**src/rtl/cu_mem_unit.sv**
```systemverilog
// CU memory-stage unit: accepts one load/store per request, drives a simple
// request/acknowledge MMU port and returns the extended load result or an error code.
module cu_mem_unit #(
  parameter int ADDR_W  = 7,
  parameter int TIMEOUT = 15
) (
  input  logic              soc_clk,
  input  logic              soc_reset,
  input  logic [1:0]        stage_counter,
  input  logic              memfetch_start,
  input  logic [ADDR_W-1:0] addr,
  input  logic [2:0]        funct3,
  input  logic              read_or_write,
  input  logic [31:0]       wdata,
  output logic              mmu_req,
  output logic              mmu_we,
  output logic [ADDR_W-1:0] mmu_addr,
  output logic [3:0]        mmu_be,
  output logic [31:0]       mmu_wdata,
  input  logic              mmu_ack,
  input  logic [31:0]       mmu_rdata,
  output logic [31:0]       MEM_data,
  output logic              MEM_valid,
  output logic              MEM_busy,
  output logic [1:0]        MEM_err
);

  localparam logic [1:0] ST_IDLE   = 2'd0;
  localparam logic [1:0] ST_ACCESS = 2'd1;
  localparam logic [1:0] ST_DONE   = 2'd2;
  localparam logic [1:0] ST_ERR    = 2'd3;

  localparam logic [1:0] ERR_MISALIGN = 2'b01;
  localparam logic [1:0] ERR_TIMEOUT  = 2'b10;
  localparam logic [1:0] ERR_FUNCT3   = 2'b11;

  localparam logic [7:0] TIMEOUT_LAST = 8'(TIMEOUT - 1);

  logic [1:0]        state;
  logic [ADDR_W-1:0] lat_addr;
  logic [2:0]        lat_funct3;
  logic              lat_write;
  logic [31:0]       lat_wdata;
  logic [7:0]        wait_cnt;
  logic [1:0]        err_code;
  logic [31:0]       mem_data_q;

  logic              accept;
  logic              illegal_f3;
  logic              misaligned;
  logic              in_access;
  logic [1:0]        lane;
  logic [3:0]        lane_be;
  logic [31:0]       rep_wdata;
  logic [31:0]       shifted_rdata;
  logic [31:0]       load_ext;

  assign accept    = (state == ST_IDLE) && memfetch_start && (stage_counter == 2'b00);
  assign in_access = (state == ST_ACCESS);
  assign lane      = lat_addr[1:0];

  // Classify the incoming request before it is latched.
  always_comb begin
    illegal_f3 = 1'b1;
    case (funct3)
      3'b000, 3'b001, 3'b010: illegal_f3 = 1'b0;
      3'b100, 3'b101:         illegal_f3 = read_or_write;
      default:                illegal_f3 = 1'b1;
    endcase
    misaligned = ((funct3[1:0] == 2'b01) && addr[0]) ||
                 ((funct3 == 3'b010) && (addr[1:0] != 2'b00));
  end

  always_comb begin
    lane_be   = 4'b1111;
    rep_wdata = lat_wdata;
    case (lat_funct3[1:0])
      2'b00: begin
        lane_be   = 4'b0001 << lane;
        rep_wdata = {4{lat_wdata[7:0]}};
      end
      2'b01: begin
        lane_be   = 4'b0011 << lane;
        rep_wdata = {2{lat_wdata[15:0]}};
      end
      default: begin
        lane_be   = 4'b1111;
        rep_wdata = lat_wdata;
      end
    endcase
  end

  // Bring the addressed lane down to bit 0, then extend by access kind.
  always_comb begin
    shifted_rdata = mmu_rdata >> {lane, 3'b000};
    load_ext      = mmu_rdata;
    case (lat_funct3)
      3'b000:  load_ext = {{24{shifted_rdata[7]}}, shifted_rdata[7:0]};
      3'b001:  load_ext = {{16{shifted_rdata[15]}}, shifted_rdata[15:0]};
      3'b100:  load_ext = {24'd0, shifted_rdata[7:0]};
      3'b101:  load_ext = {16'd0, shifted_rdata[15:0]};
      default: load_ext = mmu_rdata;
    endcase
  end

  always_ff @(posedge soc_clk) begin
    if (soc_reset) begin
      state      <= ST_IDLE;
      lat_addr   <= '0;
      lat_funct3 <= 3'd0;
      lat_write  <= 1'b0;
      lat_wdata  <= 32'd0;
      wait_cnt   <= 8'd0;
      err_code   <= 2'b00;
      mem_data_q <= 32'd0;
    end else begin
      case (state)
        ST_IDLE: begin
          if (accept) begin
            lat_addr   <= addr;
            lat_funct3 <= funct3;
            lat_write  <= read_or_write;
            lat_wdata  <= wdata;
            wait_cnt   <= 8'd0;
            if (illegal_f3) begin
              state    <= ST_ERR;
              err_code <= ERR_FUNCT3;
            end else if (misaligned) begin
              state    <= ST_ERR;
              err_code <= ERR_MISALIGN;
            end else begin
              state    <= ST_ACCESS;
            end
          end
        end
        ST_ACCESS: begin
          // An ack on the last permitted cycle still completes the access.
          if (mmu_ack) begin
            state <= ST_DONE;
            if (!lat_write) mem_data_q <= load_ext;
          end else if (wait_cnt == TIMEOUT_LAST) begin
            state    <= ST_ERR;
            err_code <= ERR_TIMEOUT;
          end else begin
            wait_cnt <= wait_cnt + 8'd1;
          end
        end
        ST_DONE: state <= ST_IDLE;
        default: state <= ST_IDLE;
      endcase
    end
  end

  assign mmu_req   = in_access;
  assign mmu_we    = in_access && lat_write;
  assign mmu_be    = in_access ? lane_be : 4'b0000;
  assign mmu_addr  = {lat_addr[ADDR_W-1:2], 2'b00};
  assign mmu_wdata = rep_wdata;
  assign MEM_data  = mem_data_q;
  assign MEM_valid = (state == ST_DONE);
  assign MEM_busy  = (state != ST_IDLE);
  assign MEM_err   = (state == ST_ERR) ? err_code : 2'b00;

endmodule
```
**config.mk**
```make
export PLATFORM = sky130hd
export DESIGN_NAME = cu_mem_unit
export DESIGN_NICKNAME = d
export VERILOG_FILES = /design/src/rtl/cu_mem_unit.sv
export SDC_FILE = /design/constraint.sdc
export NUM_CORES = 1
export LEC_CHECK = 0
export ABC_CLOCK_PERIOD_IN_PS = 2400
export CELL_PAD_IN_SITES_DETAIL_PLACEMENT = 1
export CELL_PAD_IN_SITES_GLOBAL_PLACEMENT = 1
export CORE_ASPECT_RATIO = 0.75
export CORE_MARGIN = 4
export CORE_UTILIZATION = 32
export CTS_CLUSTER_SIZE = 10
export DETAILED_ROUTE_END_ITERATION = 8
export GPL_TIMING_DRIVEN = 0
export HOLD_SLACK_MARGIN = 0.05
export PLACE_DENSITY = 0.78
export SYNTH_ARGS = -nofsm -noshare
export SYNTH_HDL_FRONTEND = slang
export SYNTH_SLANG_ARGS = --single-unit
```
**constraint.sdc**
```tcl
create_clock -name soc_clk -period 2.4 [get_ports soc_clk]
set_clock_uncertainty 0.2 [all_clocks]
set_input_delay 0.24 -clock soc_clk [delete_from_list [all_inputs] [get_ports soc_clk]]
set_output_delay 0.24 -clock soc_clk [all_outputs]
set_load 0.01 [all_outputs]
```
# ---- Word-level counts from Yosys, hierarchy flattened
# Cells that the tools add are included.
dict set report classes {
  n_addsub 1
  multipliers 0
  div_mod_pow 0
  n_lt_le_gt_ge 0
  n_eq_ne 19
  shift 3
  muxes 22
  bitwise 1
  reduce_logical 21
}
# operator count
set ops {}
lappend ops {{32-bit case mux with 4 select lines} 1}
lappend ops {{32-bit case mux with 2 select lines} 1}
lappend ops {{32-bit by 5-bit right shift with 16-bit output} 1}
lappend ops {{8-bit 2-to-1 mux} 3}
lappend ops {{2-bit 2-to-1 mux} 11}
lappend ops {{8-bit case mux with 2 select lines} 1}
lappend ops {{3-bit == test, second input constant} 4}
lappend ops {{8-bit by 1-bit adder with 8-bit output, second input constant} 1}
lappend ops {{8-bit by 4-bit == test with 1-bit output, second input constant} 1}
lappend ops {{2-bit case mux with 2 select lines} 2}
lappend ops {{4-bit case mux with 2 select lines} 1}
lappend ops {{2-bit by 1-bit == test with 1-bit output, second input constant} 3}
lappend ops {{3-bit by 1-bit == test with 1-bit output, second input constant} 2}
lappend ops {{2-bit zero test} 3}
lappend ops {{3-bit zero test} 2}
lappend ops {{2-bit != test, second input constant} 3}
lappend ops {{2-bit nonzero test} 3}
lappend ops {{1-bit logical AND} 5}
lappend ops {{5-bit AND reduction} 1}
lappend ops {{2-bit == test, second input constant} 2}
lappend ops {{4-bit 2-to-1 mux} 1}
lappend ops {{2-bit AND reduction} 2}
lappend ops {{4-bit AND reduction} 1}
lappend ops {{1-bit by 2-bit << shifter with 4-bit output, first input constant} 1}
lappend ops {{other kinds (11)} 11}
dict set report totals {
  reg_bits 87
  latch_bits 0
  ram_bits 0
  mem_bits_ro 0
  inputBits 81
  mem_count 0
}

# ---- Logic depth before layout (Yosys ltp)
dict set report logic_depth {
  word_depth 7
  ltp_mapped 8
  depth_no_buf 5
}

# ---- Least setup slack after synthesis
# OpenSTA, ideal clock, no wires.
dict set report synth_timing {
  path_kind {register to register}
  from {reg state[0]}
  to {reg err_code[1]}
  setup_time_ps 116
  t_arrival_ps 1784
  t_required_ps 2084
  slack_ps 299
  stages_incl_launch_ff 7
  synth_period_minus_slack_ps 2101
  path_cell_list {dfxtp_1 or4b_1 buf_2 or2_0 clkbuf_1 or3_1 o211a_1}
}
dict set report synth_via {
  elab_chain_cells 5
}
# item line
set synth_rtl {}
lappend synth_rtl {{start: declaration} 39} ;# logic [1:0] state;
lappend synth_rtl {{start signal: assignment} 108} ;# state <= ST_IDLE;
lappend synth_rtl {{start signal: assignment} 126} ;# state <= ST_ERR;
lappend synth_rtl {{start signal: assignment} 129} ;# state <= ST_ERR;
lappend synth_rtl {{2-bit zero test} {58, 117}}
lappend synth_rtl {{1-bit logical AND (2 in series)} 58} ;# assign accept = (state == ST_IDLE) && memfetch_start && (stage_counter == 2'b00);
lappend synth_rtl {{2-bit != test (no line)} --}
lappend synth_rtl {{5-bit AND reduction (no line)} --}
lappend synth_rtl {{end signal: assignment} 114} ;# err_code <= 2'b00;
lappend synth_rtl {{end signal: assignment} 127} ;# err_code <= ERR_FUNCT3;
lappend synth_rtl {{end signal: assignment} 130} ;# err_code <= ERR_MISALIGN;
lappend synth_rtl {{end: declaration} 45} ;# logic [1:0] err_code;
# Parallel ways exist; a longest one is shown, timed or not.
# A chain may end at the register's enable or synchronous reset.

# ---- Worst setup path in the final report
dict set report layout_timing {
  from {reg lat_addr[0]}
  to {out mmu_be[0]}
}
dict set report layout_via {
  elab_chain_cells 3
}
# item line
set layout_rtl {}
lappend layout_rtl {{start: declaration} 40} ;# logic [ADDR_W-1:0] lat_addr;
lappend layout_rtl {{start signal: assignment} 120} ;# lat_addr <= addr;
lappend layout_rtl {{2-bit by 2-bit << shifter with 4-bit output or 1-bit by 2-bit << shifter with 4-bit output (tied branches)} {83, 79}}
lappend layout_rtl {{4-bit case mux with 2 select lines *} 77} ;# case (lat_funct3[1:0])
lappend layout_rtl {{4-bit 2-to-1 mux *} 156} ;# assign mmu_be = in_access ? lane_be : 4'b0000;
lappend layout_rtl {{end: declaration} 18} ;# output logic [3:0] mmu_be,
# Mark *: on every way between the ends. The rest lies on a longest branch, timed or not.

==> flow_summary_export.csv <==
group,metric,value,unit
global_route,grt_max_degree,15,
synth,yosys_warnings,0,
sta,setup_viol,0,
sta,relSlewSlack,0.5292,
placement,hpwl,14.02,mm
pwr,vdd_drop_max,361.1,µV
placement,portBuffers,159,
finish,drive_above_1_share,0.1149,
cts,cts_tree,"done",
worst_setup_path,worst-path-buf-inv,2,
worst_setup_path,cpLargestDelayFamily,"buffers and inverters",
finish,area_growth,49.71,%
detailed_routing,wirelength,17.93,mm
synth,synthTopCellsByArea,"dfxtp_1, nand2_1, a21oi_1",
cts,numClockSinks,87,
sta,fin_crit_sh,0.9730,
sta,tightest_slew,0.6997,ns
sta,clock.fmax,428.2,MHz
sta,layout_min_cycle_time,2.335,ns
worst_hold_path,hold_class,"input port to flop",
global_route,grt.overflow.total,0,
synth,synth_cells,586,
sta,hold_viol_final,0,
finish,diodes,0,
cts,root_buffer,"clkbuf_16",
global_route,antenna_found_initial,0,
floorplan,die_w,145.6,µm
synth,synth_top_area_cell,"dfxtp_1",
worst_hold_path,min-delay-start,"wdata[24]",
synth,synth_seq_cells,87,
cts,insertion_delay,0.34,ns
global_route,grt_pass1_vias,5280,
worst_setup_path,cp_max_fo,10,
detailed_routing,drc,0,
synth,synth-edff-count,0,
cts,cts_max_path_buffers,2,
synth,synth-async-reset-ratio,0,
pwr,powerDensity,548.9,nW/µm²
detailed_routing,postRouteAntennaNets,0,
placement,placedCellCount,921,
floorplan,core_area,13800,µm²
floorplan,initial_core_util,0.3295,
synth,avgSynthCellArea,7.757,µm²
synth,yosysSeqAreaShare,0.3832,
synth,synth_area,4546,µm²
worst_setup_path,timing.critical_path.from,"lat_addr[0]",
finish,instances_no_fill,932,
worst_setup_path,r2r_start,"state[0]",
pwr,leakagePower,2.469,nW
cts,cts.htree.levels,3,
sta,slew_viol_final,0,
cts,hold_buffers,0,
detailed_routing,via_per_inst,5.203,
worst_setup_path,startpoint_type,"flop",
worst_setup_path,slowest_stage,"clkdlybuf4s50_1",
floorplan,die_height,111.2,µm
finish,fill_cells,1665,
detailed_routing,first_pass_iters,4,
run,drv_cap,0,
worst_setup_path,cp-end-kind,"output pin",
floorplan,placementRows,37,
synth,synth-main-ff-cell,"dfxtp_1",
synth,synth_top_area_frac,0.3832,
placement,place_congestion,0.8266,
sta,setup_tns,0,ns
floorplan,pin_count,162,
worst_setup_path,crit_arrival,1.90,ns
detailed_routing,vias,4849,
cts,path_clk_slew,0.07,ns
synth,ys_types,53,
global_route,grt_pass1_wl,29.20,mm
cts,cts_buffers,9,
worst_setup_path,critical_path_class,"flop to output pin",
floorplan,die_area,16200,µm²
detailed_routing,drtIter0Drc,293,
detailed_routing,detail_route.wl_per_cell,19.24,µm
sta,rsz0062_at_grt,"false",
worst_setup_path,critical-path-max-stage-delay,0.57,ns
global_route,track_usage,0.2230,
worst_setup_path,cp_data_required_time,1.96,ns
run_status,status,"complete, no violations",
finish,nNetsFinal,836,
worst_setup_path,crit_chain,"clkbuf_4 > nor2_2 > nor2_4 > nor2_1 > clkdlybuf4s50_1",
## synth_stat cells, drive strengths merged, types with 2 or more instances
cell type    n
a2111oi      3
dfxtp       87
a2bb2oi      6
a31oi        2
clkbuf      31
a211oi       6
xnor2        6
nand4b       2
a32o         6
o2bb2ai      2
o21ai       43
inv         24
nand2      131
o221ai       8
a21oi       72
nor2b        6
o211ai       7
ha           2
mux2        18
nand3        2
and2        17
a311oi       3
and3         3
or2          4
nor2        20
nand2b      10
mux2i       18
buf         27
## worst paths after layout
check / to / slack (ns) / cells past startpoint
max: mmu_be[0] / 0.06 / 5
min: lat_wdata[24] / 0.25 / 3
max reg2reg: lat_wdata[15] / 0.12 / 7
min reg2reg: lat_wdata[22] / 0.26 / 2
## tightest hold or removal path, stage by stage
cell and delay, ns:
clkdlybuf4s50_1 0.39, nand2_1 0.06, a21oi_1 0.05
## cell type report
class	count	area, µm²	share of cell area
plain buffers	52	321.6	0.04725
clock buffers	10	239.0	0.03512
clock inverters	5	82.58	0.01213
inverters	24	90.09	0.01324
multi-input cells	418	2485	0.3651
flip-flops and latches	87	1753	0.2576
well taps	175	219.0	0.03218
repair buffers	161	1615	0.2374
## metal layers
layer / track usage / share of wire
met5: 0 / 0
met4: 0.04554 / 0.015
met3: 0.07029 / 0.081
met2: 0.3628 / 0.46
met1: 0.2923 / 0.44
## timing repair
action	CTS	global route
setup endpoints to repair	43	66
resized for setup	43	16
setup buffers	1	1
pin swaps	0	1
## metrics by stage
step	worst slack [ns]	total power, mW	utilization	hold slack (ns)	cell area (µm²)
2_1_floorplan	0.2994	1.834	-	0.1760	4549
3_3_place_gp	-0.3809	2.175	0.4610	0.2404	6360
3_5_place_dp	-0.4523	2.195	0.4610	0.2473	6360
4_1_cts	-0.009216	3.744	0.4914	0.2360	6779
5_1_grt	0.002913	3.880	0.4933	0.2511	6805
6_report	0.06486	3.735	0.4933	0.2455	6805
## kinds of logic after synthesis
family          Yosys count  synth area share
xor+xnor                  6           0.01156
mux                      36           0.08423
compound gates          168            0.2293
buf+inv                  82           0.08368
simple gates            204            0.2018
other cells               1         0.0008250
fa+ha+maj                 2          0.005504
flops                    87            0.3832
## registers in the layout, summed over array words and instances, names as in the netlist
| name | cells |
|---|---|
| lat_wdata | 32 |
| lat_funct3 | 3 |
| wait_cnt | 8 |
| MEM_data | 32 |
| err_code | 2 |
| state | 2 |
| lat_write | 1 |
| lat_addr | 7 |
## placed cells by master, fill, tap and decap left out, types with 4 or more instances in the layout
master | Yosys | final
mux2i_1 | 18 | 17
buf_4 | 15 | 18
a211oi_1 | 6 | 6
o21ai_1 | 0 | 4
buf_2 | 7 | 7
nand2_1 | 131 | 131
a2bb2oi_1 | 6 | 6
nor2b_1 | 6 | 6
nand2b_1 | 10 | 8
nor2_1 | 20 | 16
dfxtp_1 | 87 | 82
o21ai_0 | 43 | 39
a21oi_1 | 72 | 72
clkbuf_16 | 0 | 9
xnor2_1 | 6 | 6
a32o_1 | 6 | 6
o221ai_1 | 8 | 8
mux2_2 | 18 | 18
clkdlybuf4s50_1 | 0 | 151
o211ai_1 | 7 | 7
dlymetal6s2s_1 | 0 | 5
clkbuf_1 | 31 | 17
and2_1 | 17 | 17
inv_1 | 24 | 24
## where the power goes
part           total (mW)  internal [mW]  leakage [nW]  switching [mW]
combinational       0.637          0.332          1.60           0.306
sequential           1.54           1.50         0.709          0.0437
clock                1.55          0.938         0.159           0.616
Power figures use the tool's default switching activity.
